$ cat src/rtl/matmul_pkg.sv
// Shared definitions for the matrix multiplier datapath blocks.
//   ST_IDLE / ST_SHIFT : state encoding of the result unloader FSM
//   clog2()            : constant ceil(log2(value)); returns 0 for value <= 1
package matmul_pkg;

    localparam logic ST_IDLE  = 1'b0;
    localparam logic ST_SHIFT = 1'b1;

    function automatic int clog2(input int value);
        int result;
        int v;
        result = 0;
        v      = value - 1;
        while (v > 0) begin
            result = result + 1;
            v      = v >> 1;
        end
        return result;
    endfunction

endpackage

$ cat src/rtl/piso_unloader.sv
// Parallel-in, serial-out unloader: captures one N-bit product word on an
// accepted start and streams it LSB-first as BEATS = N/W beats of W bits
// over a valid/ready interface, pulsing done after the final handshake.
//
// Ports
//   clk        clock, rising edge
//   reset      synchronous, active-high
//   d_in       parallel word, sampled only when start is accepted
//   start      load request, accepted only while in_ready
//   in_ready   high in IDLE
//   out_data   current beat (low W bits of the shift register)
//   out_valid  high in SHIFT
//   out_ready  downstream accepts the current beat
//   out_last   current beat is the final one of the word
//   done       one-cycle pulse after the final beat handshake
//   busy       high in SHIFT, always !in_ready
//
// state    | meaning
// ---------+---------------------------------------------------
// ST_IDLE  | waiting for start; in_ready=1, no beat presented
// ST_SHIFT | presenting beat cnt_q; advances on each handshake
module piso_unloader
    import matmul_pkg::*;
#(
    parameter int N = 64,
    parameter int W = 8
) (
    input  logic         clk,
    input  logic         reset,
    input  logic [N-1:0] d_in,
    input  logic         start,
    output logic         in_ready,
    output logic [W-1:0] out_data,
    output logic         out_valid,
    input  logic         out_ready,
    output logic         out_last,
    output logic         done,
    output logic         busy
);

    localparam int BEATS = N / W;
    // A single-beat word still needs a one-bit counter to compare against.
    localparam int CW = (clog2(BEATS) < 1) ? 1 : clog2(BEATS);
    localparam logic [CW-1:0] LAST_BEAT = CW'(BEATS - 1);

    generate
        if ((W < 1) || (N < W) || ((N % W) != 0)) begin : g_bad_width
            $error("piso_unloader: N must be a positive multiple of W");
        end
    endgenerate

    logic          state_q, state_d;
    logic [N-1:0]  shreg_q, shreg_d;
    logic [CW-1:0] cnt_q,   cnt_d;
    logic          done_q,  done_d;

    always_ff @(posedge clk) begin
        if (reset) begin
            state_q <= ST_IDLE;
        end else begin
            state_q <= state_d;
        end
    end

    always_ff @(posedge clk) begin
        if (reset) begin
            shreg_q <= '0;
            cnt_q   <= '0;
            done_q  <= 1'b0;
        end else begin
            shreg_q <= shreg_d;
            cnt_q   <= cnt_d;
            done_q  <= done_d;
        end
    end

    always_comb begin
        state_d = state_q;
        shreg_d = shreg_q;
        cnt_d   = cnt_q;
        done_d  = 1'b0;
        case (state_q)
            ST_IDLE: begin
                if (start) begin
                    shreg_d = d_in;
                    cnt_d   = '0;
                    state_d = ST_SHIFT;
                end
            end
            default: begin
                // out_valid is implied in SHIFT, so out_ready alone is the handshake.
                // The final beat is not shifted out: the word is simply retired.
                if (out_ready) begin
                    if (cnt_q == LAST_BEAT) begin
                        state_d = ST_IDLE;
                        done_d  = 1'b1;
                    end else begin
                        shreg_d = shreg_q >> W;
                        cnt_d   = cnt_q + CW'(1);
                    end
                end
            end
        endcase
    end

    always_comb begin
        in_ready  = (state_q == ST_IDLE);
        busy      = (state_q == ST_SHIFT);
        out_valid = (state_q == ST_SHIFT);
        out_data  = shreg_q[W-1:0];
        out_last  = (state_q == ST_SHIFT) && (cnt_q == LAST_BEAT);
        done      = done_q;
    end

endmodule

$ cat config.mk
export PLATFORM = sky130hd
export DESIGN_NAME = piso_unloader
export DESIGN_NICKNAME = d
export VERILOG_FILES = /design/src/rtl/matmul_pkg.sv /design/src/rtl/piso_unloader.sv
export SDC_FILE = /design/constraint.sdc
export NUM_CORES = 1
export LEC_CHECK = 0
export ABC_AREA = 0
export CORE_ASPECT_RATIO = 1.2
export CORE_MARGIN = 3
export CORE_UTILIZATION = 53
export CTS_BUF_LIST = sky130_fd_sc_hd__clkbuf_16
export CTS_CLUSTER_SIZE = 25
export DETAILED_ROUTE_END_ITERATION = 7
export GPL_ROUTABILITY_DRIVEN = 0
export GPL_TIMING_DRIVEN = 0
export HOLD_SLACK_MARGIN = 0.1
export PLACE_DENSITY = 0.85
export SLEW_MARGIN = 5
export SYNTH_ARGS = -nofsm -noshare
export SYNTH_HDL_FRONTEND = slang
export SYNTH_SLANG_ARGS = --single-unit
$ cat constraint.sdc
create_clock -name clk -period 4.6 [get_ports clk]
set_clock_uncertainty 0.05 [all_clocks]
set_input_delay 0.46 -clock clk [delete_from_list [all_inputs] [get_ports clk]]
set_output_delay 0.46 -clock clk [all_outputs]
set_load 0.05 [all_outputs]
==> metrics.cfg <==
[final_layout]
finish.utilization_pct=76.4
final_cells=480
drive_gt1_share_pct=22.5
area_growth_pct=35.6
final_area_um2=4470
antenna_cells=0
final_nets=465

[sta]
setup_viol=0
finalSetupTns_ns=0
worst_pin_slew_ns=0.703
slew_headroom_pct=53.1
final_max_slew_viol_count=0
rsz0062_at_grt=no
period_share_pct=56.3
max_clock_freq_ghz=0.386
finalHoldViolCount=0
finalCriticalPeriod_ns=2.59

[synthesis]
syn-num-nets=375
synth.avg_cell_area_um2=10.8
synth-seq-area-share_pct=41.9
synthCells=305
syn_area_um2=3300
ys_ff_latch=69
synth_cell_types=21
yosysWarnings=0

[cts]
cts.sinks=69
numCtsBuffers=9
cts_resized=0
hold_buffers=0
h-tree-depth=3
cts_tree=done
cts_setup_buffers=0
root_buffer=clkbuf_16
clk_pin_slew_ns=0.06
clock_latency_ns=0.33
cts_buffer_depth=2

[setup_path]
critical_path.cell_chain=buf_4, buf_4, buf_4, inv_1, clkdlybuf4s50_1
r2r_end=shreg_q[13]
r2r_setup_slack_ns=2.81
cpPeakStageDelay_ns=0.79
criticalPathCategory=flop to primary output
crit_buf_inv=5
worst_ep_required_time_ns=4.09
cp-end-kind=primary output
cp_top_family=buffers and inverters
crit_fanout=10
crit_start=busy
crit_arrival_ns=2.08
cp_common_cell=buf_4
r2r_cells=7
rr_startpoint=cnt_q[0]
critPathSlowestCell=clkdlybuf4s50_1
start_kind=flop

[pwr]
power_w=0.00169
combPwrFrac_pct=20.7
p_sw_w=0.000457
p_leak_nw=1.70
ir_drop_mv=0.275
pwr-share-clk_pct=39.0
internal-power_w=0.00124
p_seq_share_pct=40.3
powerDensity_nw_per_um2=379
swShare_pct=27.0

[outcome]
status=finished clean

[floorplan]
die_x_um=78
fp.dieArea_um2=7210
coreArea_um2=5860
num_io_pins=81
rows=30
die_y_um=92.4
initial_core_util_pct=56.3

[routing]
drt_wl_total_um=8000
vias=2688
m1WireLength_um=3510
vias_per_cell=5.60
drt_iter0_drc=91
drc=0
top_layer=met4
wl_per_cell_um=16.7
wl_met3_um=367
detail-route-antenna-nets=0
drt_pass1_iterations=4
met2_wirelength_um=3950

[min_path]
hold_end=shreg_q[56]
hp-start=shreg_q[56]
min_path_type=flop to flop
holdPathStages=1

[placement]
dpl.hpwl_um=5870
placed_cells=464
postPlaceCellArea_um2=4190
portBuffers=79

[global_routing]
grt_first_pass_wirelength_um=13200
grt_overflow=0
antenna_found_initial=0
grt_max_degree=12
grt_pass1_vias=2783
grt_util_all_layers_pct=23.0

[flow_run]
cap_violations=0

## registers in the layout, indices dropped and copies added (netlist names)
| signal | count |
|---|---|
| cnt_q | 3 |
| done | 1 |
| shreg_q | 64 |
| busy | 1 |
## area by class of cell
class                           count  area (um^2)
Multi-Input combinational cell    193         1660
Fill cell                         436         1380
Sequential cell                    69         1380
Timing Repair Buffer               79          791
Buffer                             42          250
Clock buffer                        9          225
Tap cell                           80          100
Clock inverter                      7         58.8
Inverter                            1         3.75
## worst max path at each step
stage | cells after the start | slack [ns] | endpoint
after global routing | 5 | 1.92 | in_ready
after CTS | 5 | 2.00 | in_ready
after global placement | 5 | 2.36 | in_ready
after detailed placement | 5 | 2.36 | in_ready
after floorplan | 3 | 2.57 | out_last
final | 5 | 2.01 | in_ready
## synth_stat cells
master | instances | area, um^2
nand2b_1 | 1 | 6.26
buf_4 | 17 | 128
and2_1 | 1 | 6.26
nor2_1 | 2 | 7.51
a211oi_2 | 40 | 500
and3b_1 | 1 | 8.76
mux2_2 | 1 | 11.3
clkbuf_1 | 7 | 26.3
ha_1 | 2 | 25.0
nor3_1 | 58 | 290
dfxtp_1 | 69 | 1380
a211oi_1 | 17 | 128
o21ai_1 | 1 | 5.00
buf_6 | 1 | 11.3
mux2i_1 | 56 | 561
nor3b_1 | 1 | 7.51
inv_1 | 1 | 3.75
buf_2 | 17 | 85.1
nand2_1 | 1 | 3.75
a22o_1 | 10 | 87.6
nor2b_4 | 1 | 13.8
## per-stage QoR
step	worst slack (ns)	hold slack [ns]
global route	1.92	0.449
global placement	2.36	0.406
finish	2.01	0.422
detailed placement	2.36	0.409
floorplan	2.57	0.392
CTS	2.00	0.427
## cells in the final DEF, fill, tap and decap left out
master           instances
clkinvlp_4               1
clkinv_2                 2
nor3b_1                  1
nor2_1                   2
nand2_1                  1
mux2i_1                 56
buf_2                   17
a211oi_1                17
ha_1                     2
and2_1                   1
clkbuf_16                9
buf_4                   17
nor2b_4                  1
inv_1                    3
mux2_2                   1
o21ai_1                  1
buf_6                    1
a22o_1                  10
nand2b_1                 1
nor3_1                  58
clkinv_1                 1
bufinv_16                1
and3b_1                  1
clkbuf_1                 7
a211oi_2                40
clkdlybuf4s50_1         79
dfxtp_1                 69
## logic make-up (layout without fill, tap and decap cells)
kind of cell	after synthesis	after routing	share of synthesized area [%]
compound gates	68	68	21.9
fa+ha+maj	2	2	0.759
buf+inv	43	138	7.70
flops	69	69	41.9
mux	57	57	17.3
simple gates	66	66	10.4
## layer usage
metal	vias to the layer above	track usage, %
li1	1321	-
met5	-	0
met4	0	9.48
met1	1278	28.7
met3	15	4.67
met2	74	38.5
## power by group through the flow
stage / clock, W / combinational [W] / sequential [W]
CTS: 0.000665 / 0.000353 / 0.000683
global placement: 0 / 0.000342 / 0.000692
finish: 0.000660 / 0.000350 / 0.000683
global route: 0.000690 / 0.000378 / 0.000689
detailed placement: 0 / 0.000350 / 0.000695
floorplan: 0 / 0.000236 / 0.000687
No activity file was read; power rests on OpenSTA's default activity.
